## src/rtl/utlb_pkg.sv

```systemverilog
// Shared types and constants for the utlb_front micro-TLB.
package utlb_pkg;

  typedef enum logic [0:0] {
    IDLE   = 1'b0,
    LOOKUP = 1'b1
  } utlb_state_t;

  typedef struct packed {
    logic        valid;
    logic [19:0] vpn;
    logic [19:0] pfn;
    logic        uncached;
  } utlb_entry_t;

  typedef struct packed {
    logic [31:0] paddr;
    logic        miss;
    logic        invalid;
    logic        uncached;
  } utlb_result_t;

  localparam logic [1:0] KSEG_UNMAPPED = 2'b10;

  // Direct-mapped segment: strip the top three bits, bit 29 selects uncached.
  function automatic utlb_result_t unmapped_result(input logic [31:0] vaddr);
    utlb_result_t r;
    r.paddr    = {3'b000, vaddr[28:0]};
    r.miss     = 1'b0;
    r.invalid  = 1'b0;
    r.uncached = vaddr[29];
    return r;
  endfunction

endpackage

```

## src/rtl/utlb_match.sv

```systemverilog
// Parallel VPN compare across all micro-TLB entries; returns hit and hit index.
module utlb_match
  import utlb_pkg::*;
#(
  parameter int ENTRIES = 4,
  parameter int IDX_W   = $clog2(ENTRIES)
) (
  input  logic [ENTRIES-1:0]       valid,
  input  logic [ENTRIES-1:0][19:0] vpn_table,
  input  logic [19:0]              vpn,
  output logic                     hit,
  output logic [IDX_W-1:0]         hit_idx
);

  logic [ENTRIES-1:0] match_s;

  // Entries never hold duplicate VPNs, so OR-ing the matching indices is exact.
  always_comb begin
    match_s = '0;
    hit_idx = '0;
    for (int i = 0; i < ENTRIES; i++) begin
      match_s[i] = valid[i] && (vpn_table[i] == vpn);
      hit_idx    = hit_idx | (match_s[i] ? IDX_W'(i) : IDX_W'(0));
    end
  end

  assign hit = |match_s;

endmodule

```

## src/rtl/utlb_front.sv

```systemverilog
// Micro-TLB front end with round-robin fill from the main TLB.
// Optional UTLB_PERF_EN adds saturating hit/miss counters.
module utlb_front
  import utlb_pkg::*;
#(
  parameter int ENTRIES = 4
) (
  input  logic        clk,
  input  logic        rst,
  input  logic        req_valid,
  input  logic [31:0] req_vaddr,
  output logic        req_ready,
  output logic        resp_valid,
  output logic [31:0] resp_paddr,
  output logic        resp_miss,
  output logic        resp_invalid,
  output logic        resp_uncached,
  input  logic        flush,
  output logic [31:0] tlb_vaddr,
  input  logic [31:0] tlb_paddr,
  input  logic        tlb_miss,
  input  logic        tlb_valid,
  input  logic        tlb_uncached
`ifdef UTLB_PERF_EN
  ,
  output logic [31:0] hit_count,
  output logic [31:0] miss_count
`endif
);

  localparam int IDX_W = $clog2(ENTRIES);

  utlb_state_t               state_r, state_nxt_s;
  utlb_entry_t [ENTRIES-1:0] entries_r;
  logic [IDX_W-1:0]          ptr_r;
  logic [31:0]               held_vaddr_r;
  utlb_result_t              resp_r;
  logic                      resp_valid_r;
  logic [ENTRIES-1:0]        valid_s;
  logic [ENTRIES-1:0][19:0]  vpn_s;
  logic                      hit_s;
  logic [IDX_W-1:0]          hit_idx_s;
  logic                      unmapped_s, accept_s, start_lookup_s, fill_s;

  always_comb begin
    valid_s = '0;
    vpn_s   = '0;
    for (int i = 0; i < ENTRIES; i++) begin
      valid_s[i] = entries_r[i].valid;
      vpn_s[i]   = entries_r[i].vpn;
    end
  end

  utlb_match #(.ENTRIES(ENTRIES)) u_match (
    .valid     (valid_s),
    .vpn_table (vpn_s),
    .vpn       (req_vaddr[31:12]),
    .hit       (hit_s),
    .hit_idx   (hit_idx_s)
  );

  assign unmapped_s = (req_vaddr[31:30] == KSEG_UNMAPPED);
  assign fill_s     = (state_r == LOOKUP) && !tlb_miss && tlb_valid && !flush;

  always_comb begin
    state_nxt_s    = state_r;
    req_ready      = 1'b0;
    accept_s       = 1'b0;
    start_lookup_s = 1'b0;
    tlb_vaddr      = req_vaddr;
    case (state_r)
      IDLE: begin
        req_ready = 1'b1;
        accept_s  = req_valid;
        if (req_valid && !unmapped_s && !hit_s) begin
          start_lookup_s = 1'b1;
          state_nxt_s    = LOOKUP;
        end else begin
          state_nxt_s = IDLE;
        end
      end
      LOOKUP: begin
        tlb_vaddr   = held_vaddr_r;
        state_nxt_s = IDLE;
      end
      default: state_nxt_s = IDLE;
    endcase
  end

  always_ff @(posedge clk) begin
    if (!rst) state_r <= IDLE;
    else      state_r <= state_nxt_s;
  end

  // Responses, held address, entry table and victim pointer; flush beats fill.
  always_ff @(posedge clk) begin
    if (!rst) begin
      entries_r    <= '0;
      ptr_r        <= '0;
      held_vaddr_r <= 32'h0000_0000;
      resp_r       <= '0;
      resp_valid_r <= 1'b0;
    end else begin
      resp_valid_r <= 1'b0;
      if (start_lookup_s) begin
        held_vaddr_r <= req_vaddr;
      end else if (accept_s) begin
        resp_valid_r <= 1'b1;
        if (unmapped_s) begin
          resp_r <= unmapped_result(req_vaddr);
        end else begin
          resp_r <= '{paddr:    {entries_r[hit_idx_s].pfn, req_vaddr[11:0]},
                      miss:     1'b0,
                      invalid:  1'b0,
                      uncached: entries_r[hit_idx_s].uncached};
        end
      end else if (state_r == LOOKUP) begin
        resp_valid_r <= 1'b1;
        resp_r <= '{paddr:    tlb_paddr,
                    miss:     tlb_miss,
                    invalid:  !tlb_miss && !tlb_valid,
                    uncached: tlb_uncached};
      end
      if (flush) begin
        for (int i = 0; i < ENTRIES; i++) begin
          entries_r[i].valid <= 1'b0;
        end
      end else if (fill_s) begin
        entries_r[ptr_r] <= '{valid:    1'b1,
                              vpn:      held_vaddr_r[31:12],
                              pfn:      tlb_paddr[31:12],
                              uncached: tlb_uncached};
        ptr_r <= ptr_r + IDX_W'(1);
      end
    end
  end

  assign resp_valid    = resp_valid_r;
  assign resp_paddr    = resp_r.paddr;
  assign resp_miss     = resp_r.miss;
  assign resp_invalid  = resp_r.invalid;
  assign resp_uncached = resp_r.uncached;

`ifdef UTLB_PERF_EN
  logic [31:0] hit_count_r, miss_count_r;

  // Saturating counters: mapped hits, and every entry into LOOKUP.
  always_ff @(posedge clk) begin
    if (!rst) begin
      hit_count_r  <= 32'h0000_0000;
      miss_count_r <= 32'h0000_0000;
    end else begin
      if (accept_s && !unmapped_s && hit_s && (hit_count_r != 32'hFFFF_FFFF)) begin
        hit_count_r <= hit_count_r + 32'd1;
      end
      if (start_lookup_s && (miss_count_r != 32'hFFFF_FFFF)) begin
        miss_count_r <= miss_count_r + 32'd1;
      end
    end
  end

  assign hit_count  = hit_count_r;
  assign miss_count = miss_count_r;
`endif

endmodule

```

## config.mk

```make
export PLATFORM = sky130hd
export DESIGN_NAME = utlb_front
export DESIGN_NICKNAME = d
export VERILOG_FILES = /design/src/rtl/utlb_pkg.sv /design/src/rtl/utlb_match.sv /design/src/rtl/utlb_front.sv
export SDC_FILE = /design/constraint.sdc
export NUM_CORES = 1
export LEC_CHECK = 0
export ABC_AREA = 1
export CORE_MARGIN = 2
export CORE_UTILIZATION = 55
export DETAILED_ROUTE_END_ITERATION = 12
export MAX_ROUTING_LAYER = met4
export PLACE_DENSITY = 0.8
export SLEW_MARGIN = 20
export SYNTH_ARGS = -nofsm -noshare
export SYNTH_HDL_FRONTEND = slang
export SYNTH_SLANG_ARGS = --single-unit
```

## constraint.sdc

```tcl
create_clock -name clk -period 2.53 [get_ports clk]
set_input_delay 0.506 -clock clk [delete_from_list [all_inputs] [get_ports clk]]
set_output_delay 0.506 -clock clk [all_outputs]
set_load 0.02 [all_outputs]
```

==> results_dict.tcl, run 1 <==
set metrics [dict create \
    yosys_register_bits 239 \
    ctsHoldBuffers 0 \
    grt_max_degree 202 \
    core-area_um2 20300 \
    fin_crit_sh_pct 99.1 \
    worst_pin_slew_ps 880 \
    fillers 1707 \
    yosys.cell_types.count 27 \
    area_growth_pct 27.3 \
    clkTransAtPathRegs_ps 60 \
    yosysSeqAreaShare_pct 42.0 \
    drive_gt1_share_pct 8.26 \
    syn_area_per_cell_um2 6.48 \
    n_antenna_cell 0 \
    final-seq-area_um2 4790 \
    drt_first_pass_iters 8 \
    ant_nets 0 \
    cp_max_fo 5 \
    p_clk_share_pct 44.7 \
    start_kind "input port" \
    multi_input_area_um2 5240 \
    via_per_inst 5.51 \
    port_buffers 139 \
    outcome "finished clean" \
    grt_overflow_total 0 \
    yosysWarningCount 0 \
    power_density_nw_per_um2 638 \
    min_period_ps 2510 \
    num_rows 52 \
    first_global_vias 11500 \
    die_x_um 148 \
    htreeDepth 1 \
    slew_violations 0 \
    die_h_um 148 \
    peakVddDrop_v 0.000502 \
    grt_pass1_wl_mm 56.8 \
    switching_power_w 0.00230 \
    avgRoutedWirePerCell_um 16.0 \
    power_frac_comb_pct 12.8 \
    clock-sinks 239 \
    swShare_pct 24.9 \
    grt_use_total_pct 32.6 \
    syn_area_um2 11400 \
    power.internal_w 0.00696 \
    required_ps 2020 \
    path_class "input port to output pin" \
    cts_buffers 26 \
    start_util_pct 56.1 \
    whs_path_depth 2 \
    ios 140 \
    skew_ps 19.2 \
    critPathArrivalTime_ps 2000 \
    postSynthCellCount 1760 \
    dp_cells 2149 \
    cts_root_buf "clkbuf_16" \
    vias 12100 \
    leakage_nw 6.40 \
    drt_iter0_drc 1107 \
    rsz0062_at_grt "no" \
    slew_headroom_pct 41.3 \
    placed_area_um2 13500 \
    hpwl_mm 23.3 \
    postCtsSetupBuffers 0 \
    routed_wl_mm 35.2 \
    r2r_cells 14 \
    hold_viol 0 \
    nets 1982 \
    remaining_drc_errors 0 \
    fmax_ghz 0.399 \
    hp-class "flop to flop" \
    antenna_found_initial 0 \
    p_seq_share_pct 42.5 \
    cts_tree "done" \
    power_w 0.00926 \
    layout.cells.non_filler 2196 \
    clk_latency_ps 530 \
    syn_nets 1835 \
    dieArea_um2 21900 \
    cp-end-kind "output pin" \
    post_cts_resized 13 \
    routabilityCongestion 0.929 \
    cap_violations 0 \
    cts_buffer_depth 3 \
    stdcell_area_um2 14500 \
    finalSetupViolCount 0 \
]
flip-flops by register name (all words and copies together) (netlist names):
name,cells
entries_r,168
held_vaddr_r,32
ptr_r,2
resp_invalid,1
resp_miss,1
resp_paddr,32
resp_uncached,1
resp_valid,1
state_r,1
synthesized netlist by cell type, drive strengths merged:
cell / count / area (um^2)
xnor2: 6 / 52.6
nand2: 473 / 1780
buf: 31 / 154
nor4: 1 / 12.5
nand3: 137 / 698
clkinv: 2 / 7.51
clkbuf: 77 / 290
a21oi: 205 / 1030
o21ai: 230 / 1150
nor3: 12 / 60.1
dfxtp: 239 / 4780
inv: 252 / 946
or2: 1 / 6.26
nor2: 83 / 322
xor2: 3 / 26.3
o211ai: 4 / 30.0
ha: 4 / 50.1
layout by cell type, fill, tap and decap left out, types with 2 or more instances in the layout:
master           count
nand2_2              6
bufinv_16            5
dlygate4sd2_1       10
clkbuf_1             6
nor2_1              81
nand2_1            467
xor2_1               3
ha_1                 4
clkinv_2             4
dfxtp_1            238
o21ai_1              4
dlymetal6s2s_1      10
o21ai_0            226
inv_1              237
clkinv_1             2
clkbuf_8             5
nand3_1            135
o211ai_1             4
inv_2               14
a21oi_1            205
clkbuf_16           27
xnor2_1              6
buf_12              15
clkdlybuf4s50_1    117
nor3_1              12
buf_4               75
area by class of cell:
| class | count | share of cell area [%] |
|---|---|---|
| well taps | 270 | 2.33 |
| flip-flops and latches | 239 | 33.0 |
| multi-input cells | 1159 | 36.1 |
| inverters | 254 | 6.59 |
| repair buffers | 227 | 15.5 |
| clock inverters | 9 | 1.17 |
| clock buffers | 38 | 5.29 |
routing by layer:
metal,vias to the layer above,global-route usage [%],routed length (um)
met1,5555,41.4,14200
met2,577,52.7,16500
met5,-,-,0
li1,5864,-,-
met3,107,4.48,3060
met4,0,13.1,1490
final timing paths:
path                  start              to  slack (ps)
max reg2reg  entries_r[152]  resp_paddr[30]         420
min           entries_r[41]   entries_r[41]         450
max           req_vaddr[30]   tlb_vaddr[30]          20
min reg2reg   entries_r[41]   entries_r[41]         450
power groups by stage:
| stage | registers (W) | clock network (W) | logic, W |
|---|---|---|---|
| final | 0.00394 | 0.00414 | 0.00118 |
| after global routing | 0.00394 | 0.00431 | 0.00128 |
| after CTS | 0.00393 | 0.00416 | 0.00117 |
| after detailed placement | 0.00401 | 0 | 0.00117 |
| after global placement | 0.00401 | 0 | 0.00115 |
| after floorplan | 0.00405 | 0 | 0.000530 |
cells by family after synthesis:
| kind of cell | share of synthesized area (%) |
|---|---|
| AO/OA/AOI/OAI | 19.4 |
| AND/OR/NAND/NOR | 25.3 |
| buffers and inverters | 12.3 |
| flip-flops | 42.0 |
| XOR/XNOR | 0.692 |
| adder cells (fa/ha/maj) | 0.439 |
worst max-delay path: stages:
cell	delay (ps)
clkdlybuf4s50_1	560
inv_2	90
o21ai_0	200
clkdlybuf4s50_1	640
per-stage QoR:
step	utilization [%]	hold WS, ps	TNS [ps]	worst slack, ps
after floorplan	-	424	0	442
after detailed placement	66.7	441	-23320	-422
final	71.5	451	0	24.0
after global placement	66.7	433	-20190	-344
after CTS	71.3	450	0	6.75
after global routing	71.5	464	0	0.550
Power figures use the tool's default switching activity.
==> inputs of run 2 (changes only) <==
Settings changed: ABC_AREA 1 to unset, REMOVE_ABC_BUFFERS set to 1.
==> run 2 against run 1 <==
  * The run now ends with negative setup slack left
  * Cell count down 17%
  * Combinational power down 3%
  * Global-route usage down 0.70 points
  * Critical path depth up 7
  * Critical path type is now input port to flop
  * Largest cell class unchanged
  * Largest power group is now registers
==> results_dict.tcl, run 2 <==
set metrics [dict create \
    outcome "complete, but fails checks" \
    violations "negative setup slack" \
    routabilityCongestion 0.919 \
    routed_wl_mm 35.4 \
    required_ps 2980 \
    hp-class "flop to flop" \
    min_period_ps 2550 \
    drt_iter0_drc 1199 \
    cts_tree "done" \
    htreeDepth 1 \
    path_cells "clkdlybuf4s50_1 -> buf_6 -> xnor2_2 -> nand4_1 -> nor4_4 -> buf_4 -> clkbuf_16 -> nor2_1 -> or4_4 -> a21o_1 -> a31oi_1" \
    first_global_vias 10200 \
    slew_headroom_pct 60.7 \
    p_seq_share_pct 44.2 \
    switching_power_w 0.00218 \
    p_clk_share_pct 42.9 \
    swShare_pct 24.6 \
    min-delay-start "entries_r[146]" \
    rsz0062_at_grt "yes" \
    synth_area_leaders "dfxtp_1, nand2_1, a21oi_1, xnor2_1, mux2i_1" \
    cpMaxStageDelayCell "or4_4" \
    start_util_pct 56.4 \
    grt_pass1_wl_mm 53.5 \
    cpLargestDelayFamily "simple AND/OR/NAND/NOR gates" \
    nets 1621 \
    fin_crit_sh_pct 101 \
    fin_ws_ps -16.3 \
    synth_top_cell_by_area "dfxtp_1" \
    drive_gt1_share_pct 16.9 \
    startpoint "req_vaddr[22]" \
    cts_buffers 26 \
    finalSetupViolCount 1 \
    r2r_start "entries_r[107]" \
    top_register "entries_r" \
    netlist.area_leader.share_pct 43.5 \
    power_density_nw_per_um2 598 \
    vias 10800 \
    ios 140 \
    leakage_nw 5.55 \
    yosysWarningCount 0 \
    grt_use_total_pct 31.9 \
    avgRoutedWirePerCell_um 19.3 \
    drt_first_pass_iters 8 \
    layout_common_cells "nand2_1, dfxtp_1, a21oi_1" \
    synth_most_common_cell "nand2_1" \
    synth_edf_count 0 \
    synth_ff_type "dfxtp_1" \
    port_buffers 139 \
    max_stage_delay_ps 490 \
    fmax_ghz 0.393 \
    cap_violations 0 \
    critPathBufInv 4 \
    power.internal_w 0.00668 \
    cp_max_fo 5 \
    syn_area_um2 11000 \
    largest_reg_flops 168 \
    hpwl_mm 21.9 \
    yosys_register_bits 239 \
    remaining_drc_errors 0 \
    area_growth_pct 34.6 \
    die_x_um 145 \
    slew_violations 0 \
    cp-end-kind "flop" \
    antenna_found_initial 0 \
    clock-sinks 239 \
    synthArstFlopShare_pct 0 \
    grt_max_degree 62 \
    n_antenna_cell 0 \
    via_per_inst 5.88 \
    power_frac_comb_pct 12.9 \
    die_h_um 145 \
    skew_ps 11.1 \
    worst_pin_slew_ps 589 \
    ant_nets 0 \
    postSynthCellCount 1349 \
    layout_commonest_cell "nand2_1" \
    cts_buffer_depth 3 \
    path_class "input port to flop" \
    cts_root_buf "clkbuf_16" \
    num_rows 51 \
    layout.cells.non_filler 1830 \
    hold_viol 0 \
    clkTransAtPathRegs_ps 60 \
    yosysSeqAreaShare_pct 43.5 \
    critPathArrivalTime_ps 3000 \
    dieArea_um2 21200 \
    synthTopCellsByCount "nand2_1, dfxtp_1, a21oi_1, nor2_1, clkbuf_1" \
    grt_overflow_total 0 \
    setup_tns_ps -16.3 \
    ctsHoldBuffers 0 \
    start_kind "input port" \
    syn_area_per_cell_um2 8.16 \
    peakVddDrop_v 0.000479 \
    clk_latency_ps 530 \
    core-area_um2 19500 \
    yosys.cell_types.count 45 \
    dp_cells 1766 \
]
-- run 2: routing by layer --
layer  GRT usage [%]  share of wire [%]
met5               -                  0
met4            11.0                3.0
met3            3.98                9.9
met2            53.0                 48
met1            40.3                 39
-- run 2: worst paths after layout --
| path | to | slack (ps) | cells past startpoint |
|---|---|---|---|
| max | resp_paddr[14] | -20 | 11 |
| min | entries_r[146] | 450 | 2 |
| max reg2reg | resp_paddr[14] | 80 | 9 |
| min reg2reg | entries_r[146] | 450 | 2 |
-- run 2: worst min-delay path, delay by kind of cell, from the launching register on --
kind,cells,cell delay [ps]
AOI/OAI and AO/OA,1,50
and+or+nand+nor,1,50
DFF,1,310
-- run 2: cell families after synthesis --
logic type | share of synthesized area, %
buffers and inverters | 5.08
flip-flops | 43.5
XOR/XNOR | 7.07
AND/OR/NAND/NOR | 21.6
AO/OA/AOI/OAI | 14.5
adder cells (fa/ha/maj) | 0.455
multiplexers | 7.85
-- run 2: cell type report --
type | instances | area, um^2
clock inverter | 4 | 45.0
clock buffer | 43 | 816
fill | 1361 | 4710
sequential | 239 | 4790
multi-input combinational | 992 | 5960
tap | 265 | 332
timing repair buffer | 281 | 2850
inverter | 6 | 27.5
-- run 2: through the flow --
stage / setup slack (ps) / util (%) / total power, W / area [um^2] / hold slack [ps]
after global placement: -632 / 68.4 / 0.00506 / 13300 / 440
after floorplan: -1990 / - / 0.00446 / 10500 / 433
final: -16.3 / 75.9 / 0.00886 / 14800 / 453
after global routing: -75.6 / 75.9 / 0.00909 / 14800 / 470
after CTS: 1.28 / 73.4 / 0.00881 / 14300 / 454
after detailed placement: -692 / 68.4 / 0.00507 / 13300 / 446
-- run 2: power groups by stage --
| stage | logic [W] | clock network (W) | registers [W] |
|---|---|---|---|
| final | 0.00114 | 0.00380 | 0.00391 |
| after CTS | 0.00110 | 0.00381 | 0.00391 |
| after floorplan | 0.000422 | 0 | 0.00404 |
| after detailed placement | 0.00108 | 0 | 0.00399 |
| after global routing | 0.00120 | 0.00397 | 0.00392 |
| after global placement | 0.00107 | 0 | 0.00399 |
-- run 2: timing repair --
| item | 4_1_cts | 5_1_grt |
|---|---|---|
| gates cloned | 1 | 6 |
| pin swaps | 6 | 27 |
| gates resized for setup | 43 | 59 |
| buffers inserted | 4 | 7 |
| endpoints found under the setup margin | 84 | 83 |
| endpoints found under the hold margin | 0 | 0 |
==> inputs of run 3 (changes only) <==
Clock period 2.53 ns to 2.82 ns, I/O delays scaled along.
==> run 3 against run 2 <==
  * The flow now finishes without violations
  * Design area decreased by 4.3%
  * Cell count decreased by 1.4%
  * Register-to-register slack improved by 350 ps
  * Critical path type is now input port to output pin
==> results_dict.tcl, run 3 (synthesis results as in run 2) <==
set metrics [dict create \
    fin_crit_sh_pct 99.3 \
    r2r_start "entries_r[106]" \
    cp_max_fo 5 \
    leakage_nw 4.98 \
    cts_root_buf "clkbuf_16" \
    clock-sinks 239 \
    clk_latency_ps 530 \
    die_h_um 145 \
    cts_tree "done" \
    area_growth_pct 28.8 \
    grt_use_total_pct 32.1 \
    ios 140 \
    grt_pass1_wl_mm 54.0 \
    fmax_ghz 0.357 \
    min_period_ps 2800 \
    fin_ws_ps 19.3 \
    n_antenna_cell 0 \
    avgRoutedWirePerCell_um 18.6 \
    startpoint "req_vaddr[19]" \
    hp-class "flop to flop" \
    worst_pin_slew_ps 561 \
    num_rows 51 \
    critPathArrivalTime_ps 2240 \
    port_buffers 139 \
    top_register "entries_r" \
    slew_violations 0 \
    layout.cells.non_filler 1805 \
    drt_first_pass_iters 5 \
    cts_buffer_depth 3 \
    vias 10500 \
    preCtsSetupSlack_ps -401 \
    first_global_vias 10300 \
    ant_nets 0 \
    antenna_found_initial 0 \
    clkTransAtPathRegs_ps 60 \
    slew_headroom_pct 62.6 \
    via_per_inst 5.80 \
    dp_cells 1759 \
    layout_commonest_cell "nand2_1" \
    nets 1597 \
    hpwl_mm 21.9 \
    outcome "finished clean" \
    rrSetupSlack_ps 430 \
    postCtsSetupBuffers 0 \
    cap_violations 0 \
    peakVddDrop_v 0.000481 \
    reg2reg_to "held_vaddr_r[31]" \
    power_w 0.00798 \
    hold_viol 0 \
    grt_max_degree 82 \
    remaining_drc_errors 0 \
    drive_gt1_share_pct 13.9 \
    core-area_um2 19500 \
    start_util_pct 56.4 \
    cp-end-kind "output pin" \
    r2r_cells 8 \
    skew_ps 22.3 \
    holdWs_ps 454 \
    path_class "input port to output pin" \
    power_density_nw_per_um2 563 \
    routed_wl_mm 33.5 \
    required_ps 2260 \
    rsz0062_at_grt "no" \
    finalSetupViolCount 0 \
    largest_reg_flops 168 \
    cts_buffers 26 \
    dieArea_um2 21200 \
    layout_common_cells "nand2_1, dfxtp_1, a21oi_1" \
    die_x_um 145 \
    start_kind "input port" \
    drt_iter0_drc 937 \
    critPathCapture "tlb_vaddr[19]" \
    routabilityCongestion 0.906 \
    htreeDepth 1 \
    grt_overflow_total 0 \
    ctsHoldBuffers 0 \
]
[run 3: cell types whose count changed in the layout (fill, tap and decap cells not counted), moves of 9 or more]
cell	change
clkdlybuf4s50_1	+46
dlygate4sd2_1	-26
dlymetal6s2s_1	-20
xnor2_1	+13
buf_6	-10
xnor2_2	-9
[run 3: area by class of cell]
class | count | area [um^2]
clock buffers | 38 | 787
clock inverters | 8 | 95.1
fillers | 1510 | 5350
inverters | 6 | 27.5
multi-input cells | 992 | 5690
flip-flops and latches | 239 | 4790
well taps | 265 | 332
repair buffers | 257 | 2450
[run 3: critical path, stage by stage]
cell	delay [ps]
clkdlybuf4s50_1	590
buf_4	240
mux2_2	290
clkdlybuf4s50_1	550
[run 3: worst min-delay path by stage]
stage / from / end / depth (start not counted)
global placement: entries_r[103] / entries_r[103] / 2
detailed placement: entries_r[62] / entries_r[62] / 2
finish: entries_r[62] / entries_r[62] / 2
CTS: entries_r[62] / entries_r[62] / 2
global route: entries_r[91] / entries_r[91] / 2
floorplan: entries_r[41] / entries_r[41] / 1
[run 3: what timing repair did]
item | in CTS | in global routing
resized for setup | 1 | 4
setup endpoints to repair | 27 | 17
pin swaps | 0 | 0
[run 3: metrics by stage]
step / util [%] / setup TNS [ps] / area, um^2
after detailed placement: 68.0 / -22230 / 13300
after floorplan: - / -327790 / 10500
final: 72.6 / 0 / 14200
after global placement: 68.0 / -19160 / 13300
after CTS: 72.5 / 0 / 14200
after global routing: 72.6 / 0 / 14200
[run 3: power by group]
group	switching [W]	internal, W	leakage (nW)
Combinational	0.000501	0.000472	2.61
Sequential	0.0000616	0.00345	1.94
Clock	0.00139	0.00211	0.432
[run 3: per-layer routing]
metal | up-vias | track usage (%) | part of all wire (%)
li1 | 4926 | - | -
met1 | 4964 | 40.3 | 40
met2 | 483 | 53.1 | 49
met3 | 91 | 4.45 | 8.0
met4 | 0 | 12.1 | 3.1
met5 | - | - | 0
==> RTL edit: new RTL, config.mk and constraints of run 2 <==
The option `UTLB_PERF_EN` is turned on by a define.
--- a/src/rtl/utlb_front.sv
+++ b/src/rtl/utlb_front.sv
@@ -1,4 +1,6 @@
 // Micro-TLB front end with round-robin fill from the main TLB.
 // Optional UTLB_PERF_EN adds saturating hit/miss counters.
+`define UTLB_PERF_EN
+
 module utlb_front
   import utlb_pkg::*;
Behaviour (old outputs only; new: hit_count and miss_count): no difference found for any inputs over 4 cycles, from zero or initial values and one cycle with rst low; that may be too few to reach the edited logic, so the function may still have changed.
==> RTL edit against run 2 <==
The flow still finishes with violations (setup timing). Total power is 28% higher. Synthesized area is 27% higher. Register-to-register slack worse by 390 ps. Utilization is 2.8 points higher. Worst setup slack worse by 300 ps. Combinational power is 19% higher. Sequential share of layout area is 1.5 points lower. Sequential cell count is 64 higher. Routed wire length is 44% higher. Cell area is 33% higher. Via count is 32% higher. Synthesized cell count is 25% higher. Critical path depth is 1 higher. Largest cell class unchanged. Largest power group is now the clock network. Highest routed layer unchanged.
==> RTL edit: results (changes against run 2) <==
- Tightest Hold Check Type: in2reg (was reg2reg)
- Internal cell power: 8.509 mW (was 6.681 mW)
- TritonCTS Buffers: 31 (was 26)
- Post-DP HPWL: 28.19 mm (was 21.92 mm)
- Global Route met3 Usage: 6.552% (was 3.981%)
- Hold Path Cell Cnt: 3 (was 2)
- Sw frac: 24.71% (was 24.57%)
- Total leakage power: 7.254 nW (was 5.549 nW)
- First-pass GRT wire length: 74.45 mm (was 53.45 mm)
- Status: finished with violations (unchanged)
- Reg2reg start: entries_r[152] (was entries_r[107])
- Failing checks: setup timing (unchanged)
- Fin nets: 2020 (was 1621)
- Iter 0 DRT Violations: 1591 (was 1199)
- Setup TNS: -20570 ps (was -16.29 ps)
- Global Route met1 Usage: 41.29% (was 40.32%)
- DP Area: 0.01697 mm² (was 0.01335 mm²)
- Worst Hold Endpoint: miss_count[3] (was entries_r[146])
- Worst Skew: 23.62 ps (was 11.12 ps)
- Slowest CP cell: or4_1 (was or4_4)
- Fin worst setup slack: -313.6 ps (was -16.29 ps)
- Measured slew at the worst slew-check pin: 888.4 ps (was 589.0 ps)
- M2 GR Usage: 60.99% (was 53.03%)
- Compound-cell area share of the yosys netlist: 13.20% (was 14.47%)
- Worst-Skew Late Latency: 580 ps (was 530 ps)
- Post-Synthesis Cells: 1681 (was 1349)
- Setup WS pre-CTS: -1249 ps (was -692.3 ps)
- Final setup vio count: 131 (was 1)
- Antenna violations before repair: 1 (was 0)
- Largest net degree at the start of global routing: 107 (was 62)
- Yosys cell types: 55 (was 45)
- Adder-cell share of the synthesized area: 0.5376% (was 0.4547%)
- Total GRT Usage: 36.29% (was 31.89%)
- Vias in the first global route: 13804 (was 10165)
- XOR/XNOR share of the synthesized area: 7.024% (was 7.071%)
- Comb power: 1.36 mW (was 1.14 mW)
- IO Port Bufs: 203 (was 139)
[RTL edit: final cells by class]
| type | count | area, µm² | area share [%] |
|---|---|---|---|
| inverter | 13 | 56.30 | 0.2858 |
| timing repair buffer | 359 | 3716 | 18.86 |
| clock buffer | 43 | 910.9 | 4.623 |
| clock inverter | 15 | 211.5 | 1.073 |
| tap | 330 | 412.9 | 2.096 |
| multi-input combinational | 1235 | 8325 | 42.26 |
| sequential | 303 | 6070 | 30.81 |
[RTL edit: how the worst max path moves through the flow]
stage / depth (start not counted) / from / end
after floorplan: 5 / state_r / resp_paddr[0]
after global placement: 9 / req_vaddr[16] / hit_count[28]
after detailed placement: 10 / req_vaddr[16] / hit_count[19]
after CTS: 9 / entries_r[152] / hit_count[24]
after global routing: 8 / miss_count[20] / miss_count[11]
final: 12 / entries_r[152] / miss_count[25]
[RTL edit: per-layer routing]
metal | up-vias | share of wire, %
li1 | 6271 | -
met1 | 6765 | 37
met2 | 911 | 48
met3 | 243 | 9.6
met4 | 0 | 5.5
met5 | - | 0
